[src/rtl/pipe_pkg.sv]
// Shared definitions for the pipeline stage register: occupancy state
// encoding and the default bubble word used when the stage is empty.
package pipe_pkg;

  // Occupancy state; the encoding doubles as the entry count.
  typedef enum logic [1:0] {
    ST_EMPTY = 2'd0,
    ST_ONE   = 2'd1,
    ST_FULL  = 2'd2
  } stage_state_e;

  // Default payload width for the IF/ID instance ({pc, inst}).
  localparam int unsigned IFID_DATA_W = 64;

  // All-zero word, decoded downstream as a NOP.
  localparam logic [IFID_DATA_W-1:0] NOP_BUBBLE = '0;

endpackage : pipe_pkg

[src/rtl/sat_counter.sv]
// Saturating up-counter with synchronous active-high clear.
module sat_counter #(
  parameter int unsigned W = 16
) (
  input  logic         clk_i,
  input  logic         rst_i,
  input  logic         inc_i,
  output logic [W-1:0] cnt_o
);

  logic [W-1:0] cnt_d;
  logic [W-1:0] cnt_q;

  // Next count: step by one unless already at the all-ones ceiling.
  always_comb begin
    // NOTE: default every always_comb output first so no path leaves it unassigned (no latch).
    cnt_d = cnt_q;
    if (inc_i && (cnt_q != '1)) begin
      cnt_d = cnt_q + W'(1);
    end
  end

  // Count register, cleared only by reset.
  always_ff @(posedge clk_i) begin
    // NOTE: sequential state uses non-blocking assignments so every flop samples pre-edge values.
    if (rst_i) begin
      cnt_q <= '0;
    end else begin
      cnt_q <= cnt_d;
    end
  end

  assign cnt_o = cnt_q;

endmodule : sat_counter

[src/rtl/pipe_stage_reg.sv]
// Valid/ready pipeline stage register with a 2-entry skid buffer.
// The main entry drives the outputs; the skid entry absorbs the one
// item accepted while downstream stalls, so in_ready_o can come
// straight from a flop. Flush turns the stage into a bubble.
module pipe_stage_reg
  import pipe_pkg::*;
#(
  parameter int unsigned        DATA_W = 64,
  parameter logic [DATA_W-1:0]  BUBBLE = {DATA_W{1'b0}},
  parameter int unsigned        CNT_W  = 16
) (
  input  logic              clk_i,
  input  logic              rst_i,
  input  logic              flush_i,
  input  logic              in_valid_i,
  output logic              in_ready_o,
  input  logic [DATA_W-1:0] in_data_i,
  output logic              out_valid_o,
  input  logic              out_ready_i,
  output logic [DATA_W-1:0] out_data_o,
  output logic [1:0]        count_o,
  output logic [CNT_W-1:0]  stall_cnt_o
);

  stage_state_e      state_q;
  stage_state_e      state_d;
  logic [DATA_W-1:0] main_data_q;
  logic [DATA_W-1:0] main_data_d;
  logic [DATA_W-1:0] skid_data_q;
  logic [DATA_W-1:0] skid_data_d;

  logic main_v;
  logic skid_v;
  logic in_fire;
  logic out_fire;
  logic stall_inc;

  // Entry-valid flags and handshakes, all derived from registered state
  // except the upstream/downstream strobes themselves.
  always_comb begin
    main_v    = (state_q != ST_EMPTY);
    skid_v    = (state_q == ST_FULL);
    in_fire   = in_valid_i & ~skid_v;
    out_fire  = main_v & out_ready_i;
    stall_inc = main_v & ~out_ready_i & ~flush_i;
  end

  // State register; reset and flush both empty the stage.
  always_ff @(posedge clk_i) begin
    if (rst_i) begin
      state_q <= ST_EMPTY;
    end else begin
      state_q <= state_d;
    end
  end

  // Next-state logic: occupancy moves by +1 on in_fire, -1 on out_fire.
  always_comb begin
    state_d = state_q;
    unique case (state_q)
      ST_EMPTY: if (in_fire) state_d = ST_ONE;
      ST_ONE: begin
        if (in_fire && !out_fire)      state_d = ST_FULL;
        else if (!in_fire && out_fire) state_d = ST_EMPTY;
      end
      ST_FULL:  if (out_fire) state_d = ST_ONE;
      default:  state_d = ST_EMPTY;
    endcase
    if (flush_i) begin
      state_d = ST_EMPTY;
    end
  end

  // Payload steering. Data only loads on in_fire, so in_data_i is never
  // sampled while in_valid_i is low and X there cannot reach the outputs.
  always_comb begin
    main_data_d = main_data_q;
    skid_data_d = skid_data_q;
    unique case (state_q)
      ST_EMPTY: if (in_fire) main_data_d = in_data_i;
      ST_ONE: begin
        if (in_fire && out_fire) main_data_d = in_data_i;
        else if (in_fire)        skid_data_d = in_data_i;
      end
      ST_FULL: begin
        if (out_fire) begin
          main_data_d = skid_data_q;
          skid_data_d = BUBBLE;
        end
      end
      default: begin
        main_data_d = BUBBLE;
        skid_data_d = BUBBLE;
      end
    endcase
    if (flush_i) begin
      main_data_d = BUBBLE;
      skid_data_d = BUBBLE;
    end
  end

  // Payload registers.
  always_ff @(posedge clk_i) begin
    // NOTE: the two data entries are reset too, so a bubble is visible even before the first flush.
    if (rst_i) begin
      main_data_q <= BUBBLE;
      skid_data_q <= BUBBLE;
    end else begin
      main_data_q <= main_data_d;
      skid_data_q <= skid_data_d;
    end
  end

  // Outputs decoded from registered state only.
  always_comb begin
    out_valid_o = main_v;
    out_data_o  = main_v ? main_data_q : BUBBLE;
    in_ready_o  = ~skid_v;
    count_o     = state_q;
  end

  // Cycles spent presenting a payload that downstream does not take.
  sat_counter #(
    .W (CNT_W)
  ) u_stall_cnt (
    .clk_i (clk_i),
    .rst_i (rst_i),
    .inc_i (stall_inc),
    .cnt_o (stall_cnt_o)
  );

endmodule : pipe_stage_reg

[config.mk]
export PLATFORM = sky130hd
export DESIGN_NAME = pipe_stage_reg
export DESIGN_NICKNAME = d
export VERILOG_FILES = /design/src/rtl/pipe_pkg.sv /design/src/rtl/sat_counter.sv /design/src/rtl/pipe_stage_reg.sv
export SDC_FILE = /design/constraint.sdc
export NUM_CORES = 1
export LEC_CHECK = 0
export CORE_UTILIZATION = 40
export CTS_BUF_LIST = sky130_fd_sc_hd__clkbuf_8
export DETAILED_ROUTE_END_ITERATION = 10
export PLACE_DENSITY = 0.68
export SLEW_MARGIN = 20
export SYNTH_ARGS = -nofsm -noshare
export SYNTH_HDL_FRONTEND = slang
export SYNTH_SLANG_ARGS = --single-unit
export TNS_END_PERCENT = 100
[constraint.sdc]
create_clock -name clk_i -period 2.5 [get_ports clk_i]
set_input_delay 0.625 -clock clk_i [delete_from_list [all_inputs] [get_ports clk_i]]
set_output_delay 0.625 -clock clk_i [all_outputs]
set_load 0.1 [all_outputs]
Word-level counts from Yosys, hierarchy flattened
Index checks and enable logic that the tools add are counted.

word-level totals
  register bits after elaboration = 146
  input bits = 69
  output and inout bits = 84
  logic and storage cells = 47

operators by class
  add/subtract/negate cells = 1
  equality and inequality tests = 9
  multiplexer cells = 13
  bitwise gates (word level) = 8
  reduce and logical (&&, ||, !) cells = 12

operators by type and width
  cell                                                                      count
  64-bit two-way mux                                                        6
  64-bit case mux with 3 select lines                                       2
  16-bit by 1-bit adder with 16-bit output (second input constant)          1
  16-bit inequality test (second input constant)                            1
  2-bit two-way mux                                                         4
  2-bit inequality test (second input constant)                             4
  2-bit case mux with 3 select lines                                        1
  3-bit AND reduction                                                       2
  1-bit AND                                                                 4
  1-bit logical AND                                                         4
  1-bit NOT                                                                 4
  4-bit AND reduction                                                       1
  3-bit inequality test (second input constant)                             1
  2-bit by 1-bit == test with 1-bit output (second input constant)          1
  2-bit == test (second input constant)                                     1
  1-bit zero test                                                           2
  2-bit zero test                                                           1
  2-bit by 1-bit inequality test with 1-bit output (second input constant)  1
  2-bit nonzero test                                                        1
  2-bit OR reduction                                                        1

Depth between registers and ports, before layout
  depth after elaboration = 8
  depth in mapped cells = 12
  mapped depth without buffers = 8

Hierarchy
From an unflattened synthesis, not the netlist that was laid out.

unflattened totals
  cell total of the unflattened synthesis = 757
  area total of the unflattened synthesis = 7,164.4 um2

by module, submodules not included
  module          instances  cells an instance  area an instance (um2)  seq. area each (um2)
  pipe_stage_reg  1          658                6,316.1                 2,602.5
  sat_counter     1          99                 848.3                   320.3

Least setup slack after synthesis
No wires, ideal clock.

  path kind = flip-flop to output port
  start = register state_q[0] (netlist: count_o[0])
  end = output port out_data_o[55]
  arrival time = 3.256 ns
  data required time = 1.875 ns
  setup slack = -1.381 ns
  stages on the path, launching flop included = 6
  path buffers = 2
  cell sequence = dfxtp_1 buf_2 nor2_1 inv_1 clkbuf_1 and2_1

between the ends
  longest elaborated chain between the ends = 2

RTL lines
  what                    line                   source
  from (decl)             pipe_stage_reg.sv:25   stage_state_e state_q;
  from (signal assigned)  pipe_stage_reg.sv:53   state_q <= state_d;
  2-bit nonzero test      pipe_stage_reg.sv:41   main_v = (state_q != ST_EMPTY);
  via out_valid_o         pipe_stage_reg.sv:18   output logic out_valid_o,
  64-bit two-way mux      pipe_stage_reg.sv:117  out_data_o = main_v ? main_data_q : BUBBLE;
  to (decl)               pipe_stage_reg.sv:20   output logic [DATA_W-1:0] out_data_o,

The timed path passes the listed nets, and every way through them passes these cells.

Worst setup path after layout
  start = input port out_ready_i
  end = register u_stall_cnt.cnt_q[11] (netlist: u_stall_cnt.cnt_o[11])

between the ends
  longest elaborated chain between the ends = 4

RTL lines
  what                    line                  source
  from (decl)             pipe_stage_reg.sv:19  input logic out_ready_i,
  1-bit NOT               pipe_stage_reg.sv:45  stall_inc = main_v & ~out_ready_i & ~flush_i;
  1-bit AND (2 in a row)  pipe_stage_reg.sv:45
  1-bit logical AND       sat_counter.sv:18     if (inc_i && (cnt_q != '1)) begin
  to (signal assigned)    sat_counter.sv:29     cnt_q <= cnt_d;
  to (decl)               sat_counter.sv:12     logic [W-1:0] cnt_q;

No other way between the ends.
A chain may end at the register's enable or synchronous reset.

==> run_results.csv <==
group,metric,value,unit
clock_tree,numCtsBuffers,17,
detailed_routing,ant_nets,0,
synthesis,synth_seq_cells,146,
grt,grt_pass1_vias,6011,
finish,mostFrequentLayoutCells,"nor2_1 (201), dfxtp_1 (136), buf_12 (75)",
detailed_routing,via_per_inst,4.94,
floorplan,die-area,0.0186,sq mm
timing,setup_viol,0,
floorplan,core_area,0.0175,sq mm
worst_setup_path,worst_r2r_path_depth,5,
synthesis,synth_compound_area_share,7.85,%
timing,rsz0062_at_grt,"false",
worst_setup_path,start_kind,"primary input",
worst_setup_path,timing.rr.start,"u_stall_cnt.cnt_o[0]$_SDFFE_PP0P_",
synthesis,synth_top_family_by_area,"simple AND/OR/NAND/NOR gates",
floorplan,rows,48,
grt,antenna_found_initial,0,
grt,grt_pass1_wl,30000,microns
timing,layout_worst_path_cycle_share,95.6,%
finish,drive_above_1_share,21.4,%
finish,n_antenna_cell,0,
detailed_routing,avgRoutedWirePerCell,13.9,microns
power_and_ir_drop,power.total,5020,uW
timing,fin_skew,8.28,ps
synthesis,ys_seq_area_share,40.5,%
power_and_ir_drop,p_clk_share,37.3,%
timing,fin_crit,2390,ps
timing,final-hold-violation-count,0,
clock_tree,post_cts_buffers,0,
hold_path,hp-class,"flop to flop",
synthesis,synth_cell_types,35,
worst_setup_path,worstPathRequired,2840,ps
synthesis,synthesis.nets,1037,
synthesis,synthAdderAreaFrac,0.346,%
detailed_routing,first_pass_iters,5,
power_and_ir_drop,ir_drop,339,uV
power_and_ir_drop,combPwrFrac,14.9,%
timing,tightest_slew,644,ps
worst_setup_path,endpoint_kind,"flop",
clock_tree,cts.clk_slew.worst_paths,80,ps
detailed_routing,drt_iter0_drc,315,
floorplan,ios,153,
synthesis,synth_area_per_cell,7.48,sq um
placed_design,port_buffers,152,
finish,final_common_cell,"nor2_1",
placed_design,placed_area,0.00987,sq mm
synthesis,synthesis.area,0.00722,sq mm
floorplan,fp.dieW,136,microns
grt,grt_max_degree,85,
detailed_routing,num_vias,6539,
power_and_ir_drop,switching_share,27.4,%
timing,fin_ws,110,ps
run_status,status,"complete, no violations",
synthesis,synthCells,966,
timing,drv_slew,0,
worst_setup_path,r2r_setup_slack,300,ps
placed_design,pre_cts_slack,-331,ps
placed_design,hpwlAfterDp,12100,microns
power_and_ir_drop,p_sw,1380,uW
clock_tree,cts_root_buffer,"clkbuf_8",
grt,grt_use_total,20.5,%
synthesis,yosysWarnings,0,
worst_setup_path,path_class,"primary input to flop",
detailed_routing,drc_errors,0,
worst_setup_path,crit_end,"u_stall_cnt.cnt_o[11]$_SDFFE_PP0P_",
detailed_routing,routed_wl,18400,microns
finish,design_area,0.0103,sq mm
worst_setup_path,startpoint,"out_ready_i",
finish,final_net_count,1158,
floorplan,fp.dieH,136,microns
floorplan,start_util,41.3,%
clock_tree,cts_hold_buf,0,
synthesis,synthMuxAreaShare,9.94,%
power_and_ir_drop,internal_power,3640,uW
power_and_ir_drop,leakagePower,0.00400,uW
synthesis,synth-simple-area-share,33.7,%
clock_tree,clk_latency,440,ps
finish,nFillCells,1555,
clock_tree,cts_buffer_depth,2,
worst_setup_path,worstPathMaxFanout,7,
power_and_ir_drop,seqPwrFrac,47.9,%
timing,fmax,418,MHz
power_and_ir_drop,powerDensity,488,mW/mm^2
synthesis,synth-xor-area-share,0,%
finish,syn_to_final_growth,42.3,%
timing,maxSlewHeadroom,57.1,%
worst_setup_path,cp_data_arrival_time,2730,ps
clock_tree,htreeDepth,4,
clock_tree,cts_tree,"built",
worst_setup_path,regToRegEndpoint,"u_stall_cnt.cnt_o[10]$_SDFFE_PP0P_",
flow_run,max-cap-violations,0,
clock_tree,clock_sinks,146,
grt,grt_overflow,0,
placed_design,gp_congestion,0.829,
-- metal layers --
layer | wire length, microns | global-route usage (%) | up-vias
met2 | 9170 | 35.4 | 130
met5 | 0 | 0 | -
met1 | 8390 | 25.6 | 3012
met4 | 206 | 6.23 | 0
li1 | - | - | 3385
met3 | 676 | 3.91 | 12
-- area by class of cell --
class                           count  area (sq um)  share of cell area (%)
Clock buffer                       19           262                    2.54
Clock inverter                     13           134                    1.30
Inverter                           69           263                    2.56
Multi-Input combinational cell    674          3940                    38.3
Sequential cell                   146          2940                    28.6
Tap cell                          225           282                    2.74
Timing Repair Buffer              179          2460                    23.9
-- logic make-up after synthesis --
kind of cell / count (synthesis)
adder cells (fa/ha/maj): 2
AO/OA/AOI/OAI: 91
flip-flops: 146
multiplexers: 71
AND/OR/NAND/NOR: 510
buffers and inverters: 146
-- worst max-delay path: stages --
cell	delay, ps
clkdlybuf4s50_1	480
or2_1	280
or4_1	610
nor4_1	360
mux2_2	370
-- cell usage after synthesis (all sizes together) --
cell type  number  area share [%]
o31ai           5            0.52
o22ai          64             5.5
mux2i          65             9.0
a21oi           9            0.62
nand2          71             3.7
and2          130              11
nor3           67             4.6
a31oi           1           0.087
nand3           6            0.42
buf            13            0.83
o21ai           7            0.48
dfxtp         146              40
o311a           1            0.14
nor2b           8            0.69
nor2          202              10
or4             7            0.73
mux2            6            0.94
o41ai           1            0.12
or3b            1            0.12
nand2b          1           0.087
nor4b           2            0.24
clkbuf         64             3.3
nor4            6            0.52
or3             4            0.35
inv            69             3.6
o21a            1            0.10
or2             2            0.17
ha              2            0.35
nand4           3            0.26
o311ai          1            0.12
a211oi          1            0.10
-- power by group through the flow --
stage               clock network [uW]  registers, uW  logic [uW]
floorplan                            0           2460         464
global route                      2020           2410         812
finish                            1870           2400         747
global placement                     0           2450         744
detailed placement                   0           2450         751
CTS                               1920           2400         753
-- worst min-delay path by stage --
stage	endpoint	cells past startpoint	from	slack, ps
floorplan	skid_data_q[63]$_SDFFE_PP0P_	2	skid_data_q[63]$_SDFFE_PP0P_	460
global placement	u_stall_cnt.cnt_o[10]$_SDFFE_PP0P_	1	u_stall_cnt.cnt_o[10]$_SDFFE_PP0P_	460
detailed placement	u_stall_cnt.cnt_o[10]$_SDFFE_PP0P_	1	u_stall_cnt.cnt_o[10]$_SDFFE_PP0P_	480
CTS	u_stall_cnt.cnt_o[10]$_SDFFE_PP0P_	1	u_stall_cnt.cnt_o[10]$_SDFFE_PP0P_	490
global route	main_data_q[1]$_SDFFE_PP0P_	2	main_data_q[1]$_SDFFE_PP0P_	510
finish	main_data_q[13]$_SDFFE_PP0P_	2	main_data_q[13]$_SDFFE_PP0P_	490
-- what timing repair did --
| item | in CTS | in global routing |
|---|---|---|
| endpoints found under the hold margin | 0 | 0 |
| setup endpoints to repair | 32 | 32 |
| gates resized for setup | 1 | 3 |
-- through the flow --
stage	instances	hold WS (ps)	utilization [%]	TNS, ps
global route	1325	508	58.8	0
detailed placement	1293	477	56.5	-6770
floorplan	966	460	-	-27600
global placement	1293	464	56.5	-5110
finish	1325	492	58.8	0
CTS	1325	491	58.7	0
-- registers in the layout, summed over array words and instances, names as in the netlist --
name	flops
count_o	2
u_stall_cnt.cnt_o	16
skid_data_q	64
main_data_q	64
Note: power is estimated with default switching activity, not from simulation.
